**src/rtl/midi_byte_decoder_if.sv**
```systemverilog
// -----------------------------------------------------------------------------
// midi_byte_decoder_if
//
// Purpose: groups the signals between the UART receiver side, the MIDI byte
// decoder and the downstream sequence trigger stage.
//
// Signals:
//   rx_data        [7:0] received MIDI byte
//   rx_valid             one-cycle strobe, rx_data valid
//   sel_midi_ch    [3:0] channel this synth listens on
//   omni                 1 = accept every channel
//   byteready            one-cycle pulse per accepted byte
//   midibyte_nr    [7:0] position of byte in message (status = 0)
//   midi_in_data   [7:0] accepted byte
//   midi_ch        [3:0] channel of current channel-voice status
//   is_cur_midi_ch       current message is for this synth
//   is_st_sysex          inside a sysex message
//   status_byte    [7:0] latched running status (0 = none)
//   rt_valid             one-cycle pulse for a real-time byte
//   rt_byte        [7:0] the real-time byte
//   drop_cnt       [7:0] discarded data bytes, saturating
//
// Modports:
//   master - the side that supplies bytes and configuration and consumes
//            the decoded stream
//   slave  - the decoder itself
// -----------------------------------------------------------------------------
interface midi_byte_decoder_if;
  logic [7:0] rx_data;
  logic       rx_valid;
  logic [3:0] sel_midi_ch;
  logic       omni;
  logic       byteready;
  logic [7:0] midibyte_nr;
  logic [7:0] midi_in_data;
  logic [3:0] midi_ch;
  logic       is_cur_midi_ch;
  logic       is_st_sysex;
  logic [7:0] status_byte;
  logic       rt_valid;
  logic [7:0] rt_byte;
  logic [7:0] drop_cnt;

  modport master (
    output rx_data, rx_valid, sel_midi_ch, omni,
    input  byteready, midibyte_nr, midi_in_data, midi_ch, is_cur_midi_ch,
           is_st_sysex, status_byte, rt_valid, rt_byte, drop_cnt
  );

  modport slave (
    input  rx_data, rx_valid, sel_midi_ch, omni,
    output byteready, midibyte_nr, midi_in_data, midi_ch, is_cur_midi_ch,
           is_st_sysex, status_byte, rt_valid, rt_byte, drop_cnt
  );
endinterface

```
**src/rtl/midi_byte_decoder.sv**
```systemverilog
// -----------------------------------------------------------------------------
// midi_byte_decoder
//
// Purpose: classifies raw MIDI bytes from the UART receiver, tracks status and
// running status, numbers each byte within its message and tags it with its
// channel / sysex context. Every output is registered with one cycle latency.
//
// Ports:
//   reg_clk    system register clock
//   reset_reg  asynchronous, active-high reset; clears every register
//   bus        midi_byte_decoder_if.slave (rx byte in, decoded stream out)
//
// Parameters:
//   SYX_MAX_NR  saturation value of midibyte_nr inside sysex
//   NR_WRAP     last midibyte_nr of a 2-data running-status stream; the next
//               data byte restarts at 1 so odd = first, even = second byte
// -----------------------------------------------------------------------------
module midi_byte_decoder #(
  parameter logic [7:0] SYX_MAX_NR = 8'd255,
  parameter logic [7:0] NR_WRAP    = 8'd254
) (
  input  logic                reg_clk,
  input  logic                reset_reg,
  midi_byte_decoder_if.slave  bus
);

  typedef enum logic [1:0] {
    IDLE,   // no running status, data bytes discarded
    CHAN,   // channel-voice running status
    SYSEX,  // inside a system exclusive message
    COMMON  // system common message, data bytes discarded
  } state_t;

  state_t     state_q, state_d;
  logic       byteready_q, byteready_d;
  logic [7:0] nr_q, nr_d;
  logic [7:0] data_q, data_d;
  logic [3:0] ch_q, ch_d;
  logic       cur_q, cur_d;
  logic       sysex_q, sysex_d;
  logic [7:0] status_q, status_d;
  logic       rt_valid_q, rt_valid_d;
  logic [7:0] rt_byte_q, rt_byte_d;
  logic [7:0] drop_q, drop_d;
  // Set by the F7 that closes a sysex: is_st_sysex stays high on the F7
  // pulse itself and drops one cycle later.
  logic       sysex_end_q, sysex_end_d;

  // Byte classes
  logic is_rt, is_data, is_chan_status, is_f0, is_f7;
  logic two_data;
  logic [7:0] nr_sat_inc;

  assign is_rt          = &bus.rx_data[7:3];                  // F8-FF
  assign is_data        = ~bus.rx_data[7];                    // 00-7F
  assign is_chan_status = bus.rx_data[7] & ~(&bus.rx_data[7:4]); // 80-EF
  assign is_f0          = (bus.rx_data == 8'hF0);
  assign is_f7          = (bus.rx_data == 8'hF7);

  // Note off/on, poly aftertouch, control change and pitch bend carry two
  // data bytes; program change and channel pressure carry one.
  always_comb begin
    case (status_q[7:4])
      4'h8, 4'h9, 4'hA, 4'hB, 4'hE: two_data = 1'b1;
      default:                      two_data = 1'b0;
    endcase
  end

  assign nr_sat_inc = (nr_q == SYX_MAX_NR) ? SYX_MAX_NR : nr_q + 8'd1;

  // NOTE: every variable gets its default before any branch, so no path can
  // leave one unassigned and infer a latch.
  always_comb begin
    state_d     = state_q;
    byteready_d = 1'b0;
    nr_d        = nr_q;
    data_d      = data_q;
    ch_d        = ch_q;
    cur_d       = cur_q;
    sysex_d     = sysex_q;
    status_d    = status_q;
    rt_valid_d  = 1'b0;
    rt_byte_d   = rt_byte_q;
    drop_d      = drop_q;
    sysex_end_d = 1'b0;

    // Deferred close of sysex; a byte accepted this cycle overrides it below.
    if (sysex_end_q) sysex_d = 1'b0;

    if (bus.rx_valid) begin
      if (is_rt) begin
        // Real-time bytes interleave anywhere without disturbing the message.
        rt_valid_d = 1'b1;
        rt_byte_d  = bus.rx_data;
      end else if (is_data) begin
        case (state_q)
          CHAN: begin
            byteready_d = 1'b1;
            data_d      = bus.rx_data;
            if (two_data) nr_d = (nr_q == NR_WRAP) ? 8'd1 : nr_q + 8'd1;
            else          nr_d = 8'd1;
          end
          SYSEX: begin
            byteready_d = 1'b1;
            data_d      = bus.rx_data;
            nr_d        = nr_sat_inc;
          end
          default: begin
            if (drop_q != 8'hFF) drop_d = drop_q + 8'd1;
          end
        endcase
      end else if (is_chan_status) begin
        state_d     = CHAN;
        status_d    = bus.rx_data;
        ch_d        = bus.rx_data[3:0];
        cur_d       = bus.omni | (bus.rx_data[3:0] == bus.sel_midi_ch);
        nr_d        = 8'd0;
        byteready_d = 1'b1;
        data_d      = bus.rx_data;
        sysex_d     = 1'b0;
      end else if (is_f0) begin
        state_d     = SYSEX;
        status_d    = 8'd0;
        cur_d       = 1'b0;
        nr_d        = 8'd0;
        byteready_d = 1'b1;
        data_d      = bus.rx_data;
        sysex_d     = 1'b1;
      end else if (is_f7) begin
        state_d  = IDLE;
        status_d = 8'd0;
        if (state_q == SYSEX) begin
          byteready_d = 1'b1;
          data_d      = bus.rx_data;
          nr_d        = nr_sat_inc;
          sysex_d     = 1'b1;
          sysex_end_d = 1'b1;
        end
      end else begin
        // F1-F6: system common, its data bytes are not forwarded.
        state_d  = COMMON;
        status_d = 8'd0;
        sysex_d  = 1'b0;
      end
    end
  end

  // NOTE: sequential state uses non-blocking assignments so every register
  // samples the pre-edge values regardless of statement order.
  always_ff @(posedge reg_clk or posedge reset_reg) begin
    if (reset_reg) begin
      state_q     <= IDLE;
      byteready_q <= 1'b0;
      nr_q        <= 8'd0;
      data_q      <= 8'd0;
      ch_q        <= 4'd0;
      cur_q       <= 1'b0;
      sysex_q     <= 1'b0;
      status_q    <= 8'd0;
      rt_valid_q  <= 1'b0;
      rt_byte_q   <= 8'd0;
      drop_q      <= 8'd0;
      sysex_end_q <= 1'b0;
    end else begin
      state_q     <= state_d;
      byteready_q <= byteready_d;
      nr_q        <= nr_d;
      data_q      <= data_d;
      ch_q        <= ch_d;
      cur_q       <= cur_d;
      sysex_q     <= sysex_d;
      status_q    <= status_d;
      rt_valid_q  <= rt_valid_d;
      rt_byte_q   <= rt_byte_d;
      drop_q      <= drop_d;
      sysex_end_q <= sysex_end_d;
    end
  end

  assign bus.byteready      = byteready_q;
  assign bus.midibyte_nr    = nr_q;
  assign bus.midi_in_data   = data_q;
  assign bus.midi_ch        = ch_q;
  assign bus.is_cur_midi_ch = cur_q;
  assign bus.is_st_sysex    = sysex_q;
  assign bus.status_byte    = status_q;
  assign bus.rt_valid       = rt_valid_q;
  assign bus.rt_byte        = rt_byte_q;
  assign bus.drop_cnt       = drop_q;

endmodule

```
**src/flat_wrapper.sv**
```systemverilog
// flat-port wrapper written by rule: the top's interface ports become plain ports
module midi_byte_decoder_flat 
#(
  parameter logic [7:0] SYX_MAX_NR = 8'd255,
  parameter logic [7:0] NR_WRAP    = 8'd254
)
  (reg_clk, reset_reg, bus_rx_data, bus_rx_valid, bus_sel_midi_ch, bus_omni, bus_byteready, bus_midibyte_nr, bus_midi_in_data, bus_midi_ch, bus_is_cur_midi_ch, bus_is_st_sysex, bus_status_byte, bus_rt_valid, bus_rt_byte, bus_drop_cnt);
  midi_byte_decoder_if bus_i ();
  input  logic reg_clk;
  input  logic reset_reg;
  input wire logic [$bits(bus_i.rx_data)-1:0] bus_rx_data;
  input wire logic [$bits(bus_i.rx_valid)-1:0] bus_rx_valid;
  input wire logic [$bits(bus_i.sel_midi_ch)-1:0] bus_sel_midi_ch;
  input wire logic [$bits(bus_i.omni)-1:0] bus_omni;
  output wire logic [$bits(bus_i.byteready)-1:0] bus_byteready;
  output wire logic [$bits(bus_i.midibyte_nr)-1:0] bus_midibyte_nr;
  output wire logic [$bits(bus_i.midi_in_data)-1:0] bus_midi_in_data;
  output wire logic [$bits(bus_i.midi_ch)-1:0] bus_midi_ch;
  output wire logic [$bits(bus_i.is_cur_midi_ch)-1:0] bus_is_cur_midi_ch;
  output wire logic [$bits(bus_i.is_st_sysex)-1:0] bus_is_st_sysex;
  output wire logic [$bits(bus_i.status_byte)-1:0] bus_status_byte;
  output wire logic [$bits(bus_i.rt_valid)-1:0] bus_rt_valid;
  output wire logic [$bits(bus_i.rt_byte)-1:0] bus_rt_byte;
  output wire logic [$bits(bus_i.drop_cnt)-1:0] bus_drop_cnt;
  assign bus_i.rx_data = bus_rx_data;
  assign bus_i.rx_valid = bus_rx_valid;
  assign bus_i.sel_midi_ch = bus_sel_midi_ch;
  assign bus_i.omni = bus_omni;
  assign bus_byteready = bus_i.byteready;
  assign bus_midibyte_nr = bus_i.midibyte_nr;
  assign bus_midi_in_data = bus_i.midi_in_data;
  assign bus_midi_ch = bus_i.midi_ch;
  assign bus_is_cur_midi_ch = bus_i.is_cur_midi_ch;
  assign bus_is_st_sysex = bus_i.is_st_sysex;
  assign bus_status_byte = bus_i.status_byte;
  assign bus_rt_valid = bus_i.rt_valid;
  assign bus_rt_byte = bus_i.rt_byte;
  assign bus_drop_cnt = bus_i.drop_cnt;
  midi_byte_decoder #(.SYX_MAX_NR(SYX_MAX_NR), .NR_WRAP(NR_WRAP)) u_core (.reg_clk(reg_clk), .reset_reg(reset_reg), .bus(bus_i));
endmodule
```
**config.mk**
```make
export PLATFORM = sky130hd
export DESIGN_NAME = midi_byte_decoder_flat
export DESIGN_NICKNAME = d
export VERILOG_FILES = /design/src/rtl/midi_byte_decoder_if.sv /design/src/rtl/midi_byte_decoder.sv /design/src/flat_wrapper.sv
export SDC_FILE = /design/constraint.sdc
export NUM_CORES = 1
export LEC_CHECK = 0
export CAP_MARGIN = 25
export CORE_ASPECT_RATIO = 1.1
export CORE_MARGIN = 1.5
export CORE_UTILIZATION = 45
export DETAILED_ROUTE_END_ITERATION = 10
export DONT_BUFFER_PORTS = 1
export MAX_ROUTING_LAYER = met4
export PLACE_DENSITY = 0.61
export SLEW_MARGIN = 30
export SYNTH_ARGS = -nofsm -noshare
export SYNTH_HDL_FRONTEND = slang
export SYNTH_SLANG_ARGS = --single-unit
```
**constraint.sdc**
```tcl
create_clock -name reg_clk -period 2.16 [get_ports reg_clk]
set_input_delay 0.108 -clock reg_clk [delete_from_list [all_inputs] [get_ports reg_clk]]
set_output_delay 0.108 -clock reg_clk [all_outputs]
set_load 0.03 [all_outputs]
```
==> results.yml <==
status:
  status: "finished clean"
logic_synthesis:
  yosysUniqueCellTypes: 49
  synth_commonest_cells: "51 x dfrtp_1, 13 x nand2_1, 12 x a21oi_1, 12 x inv_1, 11 x o21ai_0"
  syn_nets: 233
  synth_top_area_share_pct: 52.9
  yosys_warnings: 0
  synth_flop_cell: "dfrtp_1"
  yosysSeqAreaShare_pct: 52.9
  ys_seq_elements: 51
  ys_top_cells_by_area: "dfrtp_1 53%, mux2_4 4.4%, mux2_2 3.7%, ha_1 2.6%, xor2_1 2.5%"
  synth_area_leader_cell: "dfrtp_1"
  syn_inst: 212
  synth_most_common_cell: "dfrtp_1"
  syn_area_um2: 2410
  async_reset_ff_share_pct: 100
  avgSynthCellArea_um2: 11.4
  synth_edf_count: 0
global_route:
  grt_pass1_wl_um: 8680
  grt_max_degree: 52
  antenna_found_initial: 0
  grt.total_usage_pct: 20.2
  grt_pass1_vias: 1730
  grt-ovfl-total: 0
drt:
  drc: 0
  drt_iter0_markers: 93
  drtPass1Iterations: 4
  vias_per_cell: 5.62
  drt-wirelength-per-cell_um: 17.7
  route.vias.total: 1697
  drtAntennaViolNets: 0
  routed_wl_um: 5360
floorplanning:
  dieHeight_um: 79.8
  die_width_um: 72.8
  start_util_pct: 47.3
  rows: 27
  top_level_ports: 64
  die-area_um2: 5810
  core_area_um2: 5100
worst_setup_path:
  crit_path_start: "u_core.state_q[0]"
  crit_path_start_kind: "flop"
  crit_required_ns: 2.35
  r2r_start: "u_core.state_q[0]"
  crit_arrival_ns: 2.19
  regToRegSetupSlack_ns: 0.17
  crit_type: "flop to flop"
  cp_max_fo: 8
  critPathCaptureType: "flop"
clock_tree:
  cts_made_buffers: 5
  clock_latency_ns: 0.30
  postCtsSetupBuffers: 0
  max-clock-path-buffers: 2
  root_buffer: "clkbuf_8"
  cts.reportedPaths.clkPinSlew_ns: 0.09
  htreeDepth: 2
  cts_num_sinks: 51
  cts_tree: "yes"
cells_and_area:
  drive_gt1_share_pct: 18.7
  fillers: 463
  fin_nets: 250
  diodes: 0
  syn_to_final_growth_pct: 11.8
timing:
  min_period_ns: 1.99
  max_freq_mhz: 502
  rsz0062_at_grt: "no"
  worst_hold_slack_ns: 0.0225
  setup_viol: 0
  hold_viol_final: 0
  drv_slew: 0
  setup_tns_ns: 0
  tightest_slew_ns: 0.638
  max_slew_margin_pct: 57.4
  clock_skew_ns: 0.00401
  post-route-period-util_pct: 92.2
pwr:
  power_density_nw_per_um2: 829
  vdd_drop_max_mv: 0.489
  p_leak_nw: 1.25
placed_design:
  dp_hpwl_um: 3710
  gp_congestion: 0.859
  numPortBuffers: 0
hold_path:
  min-delay-start: "bus_rx_data[7]"
  min_path_type: "primary input to flop"
job:
  cap_violations: 0
[critical path, stage by stage (launching register included)]
cell	delay [ns]
dfrtp_1	0.39
inv_1	0.08
ha_1	0.34
nand2_4	0.11
a21bo_1	0.22
or2_1	0.38
mux2_4	0.36
[flip-flops by register name, summed over array words and instances, names as in the netlist, 2 cells and up]
register	count
u_core.bus.midi_ch	4
u_core.bus.midi_in_data	8
u_core.bus.status_byte	8
u_core.bus.rt_byte	8
u_core.bus.drop_cnt	8
u_core.bus.midibyte_nr	8
u_core.state_q	2
[area by class of cell]
cell class / instances / area (um^2) / share of cell area (%)
clock inverter: 2 / 16.3 / 0.603
timing repair buffer: 19 / 165 / 6.12
clock buffer: 6 / 72.6 / 2.69
multi-input combinational: 140 / 1030 / 38.3
sequential: 51 / 1280 / 47.3
inverter: 12 / 45.0 / 1.67
tap: 72 / 90.1 / 3.34
[timing repair]
item	4_1_cts	5_1_grt
endpoints found under the setup margin	0	0
gates resized for setup	0	0
hold buffers	9	0
endpoints found under the hold margin	73	0
[logic make-up (layout without fill, tap and decap cells)]
| logic type | Yosys count | in the layout | share of synthesized area, % |
|---|---|---|---|
| simple gates | 56 | 56 | 13.2 |
| compound gates | 53 | 53 | 15.0 |
| flops | 51 | 51 | 52.9 |
| buf+inv | 21 | 39 | 4.30 |
| mux | 15 | 15 | 8.09 |
| xor+xnor | 11 | 11 | 3.99 |
| fa+ha+maj | 5 | 5 | 2.59 |
[cell usage in the layout (no fill, tap or decap), types with 7 or more instances in the layout]
| master | synthesis | routed |
|---|---|---|
| a21oi_1 | 12 | 12 |
| buf_4 | 1 | 10 |
| dfrtp_1 | 51 | 51 |
| dlygate4sd3_1 | 0 | 9 |
| inv_1 | 12 | 11 |
| mux2_2 | 8 | 8 |
| mux2_4 | 7 | 7 |
| nand2_1 | 13 | 13 |
| nand2b_1 | 7 | 7 |
| o21ai_0 | 11 | 11 |
| xor2_1 | 7 | 7 |
[per-layer routing]
layer | global-route usage, % | vias to the layer above | routed length [um] | part of all wire [%]
met5 | - | - | 0 | 0
met4 | 6.60 | 0 | 70 | 1.3
met3 | 5.93 | 6 | 342 | 6.4
met2 | 32.5 | 52 | 2690 | 50
met1 | 24.4 | 856 | 2260 | 42
li1 | - | 783 | - | -
[power breakdown]
group	switching, mW	internal (mW)	leakage (nW)
clock	0.311	0.233	0.0418
combinational	0.172	0.157	0.571
sequential	0.297	1.07	0.642
total	0.780	1.46	1.25
[per-stage QoR]
step | util, % | std cells | power, mW | cell area [um^2] | setup slack [ns]
3_5_place_dp | 49.4 | 285 | 1.70 | 2520 | 0.178
6_report | 52.9 | 302 | 2.24 | 2700 | 0.168
4_1_cts | 52.9 | 302 | 2.27 | 2700 | 0.164
5_1_grt | 52.9 | 302 | 2.36 | 2700 | 0.0454
3_3_place_gp | 49.4 | 285 | 1.68 | 2520 | 0.274
2_1_floorplan | - | 212 | 1.61 | 2410 | 0.392
[final timing paths]
path | endpoint | cells past startpoint
min reg2reg | u_core.bus.is_st_sysex | 2
max in group asynchronous | u_core.bus.midi_in_data[4] | 3
min | u_core.bus.midibyte_nr[4] | 3
min in group asynchronous | u_core.bus.rt_byte[3] | 3
max reg2reg | u_core.bus.midi_in_data[4] | 6
max | u_core.bus.midi_in_data[4] | 6
Note: power is estimated with default switching activity, not from simulation.
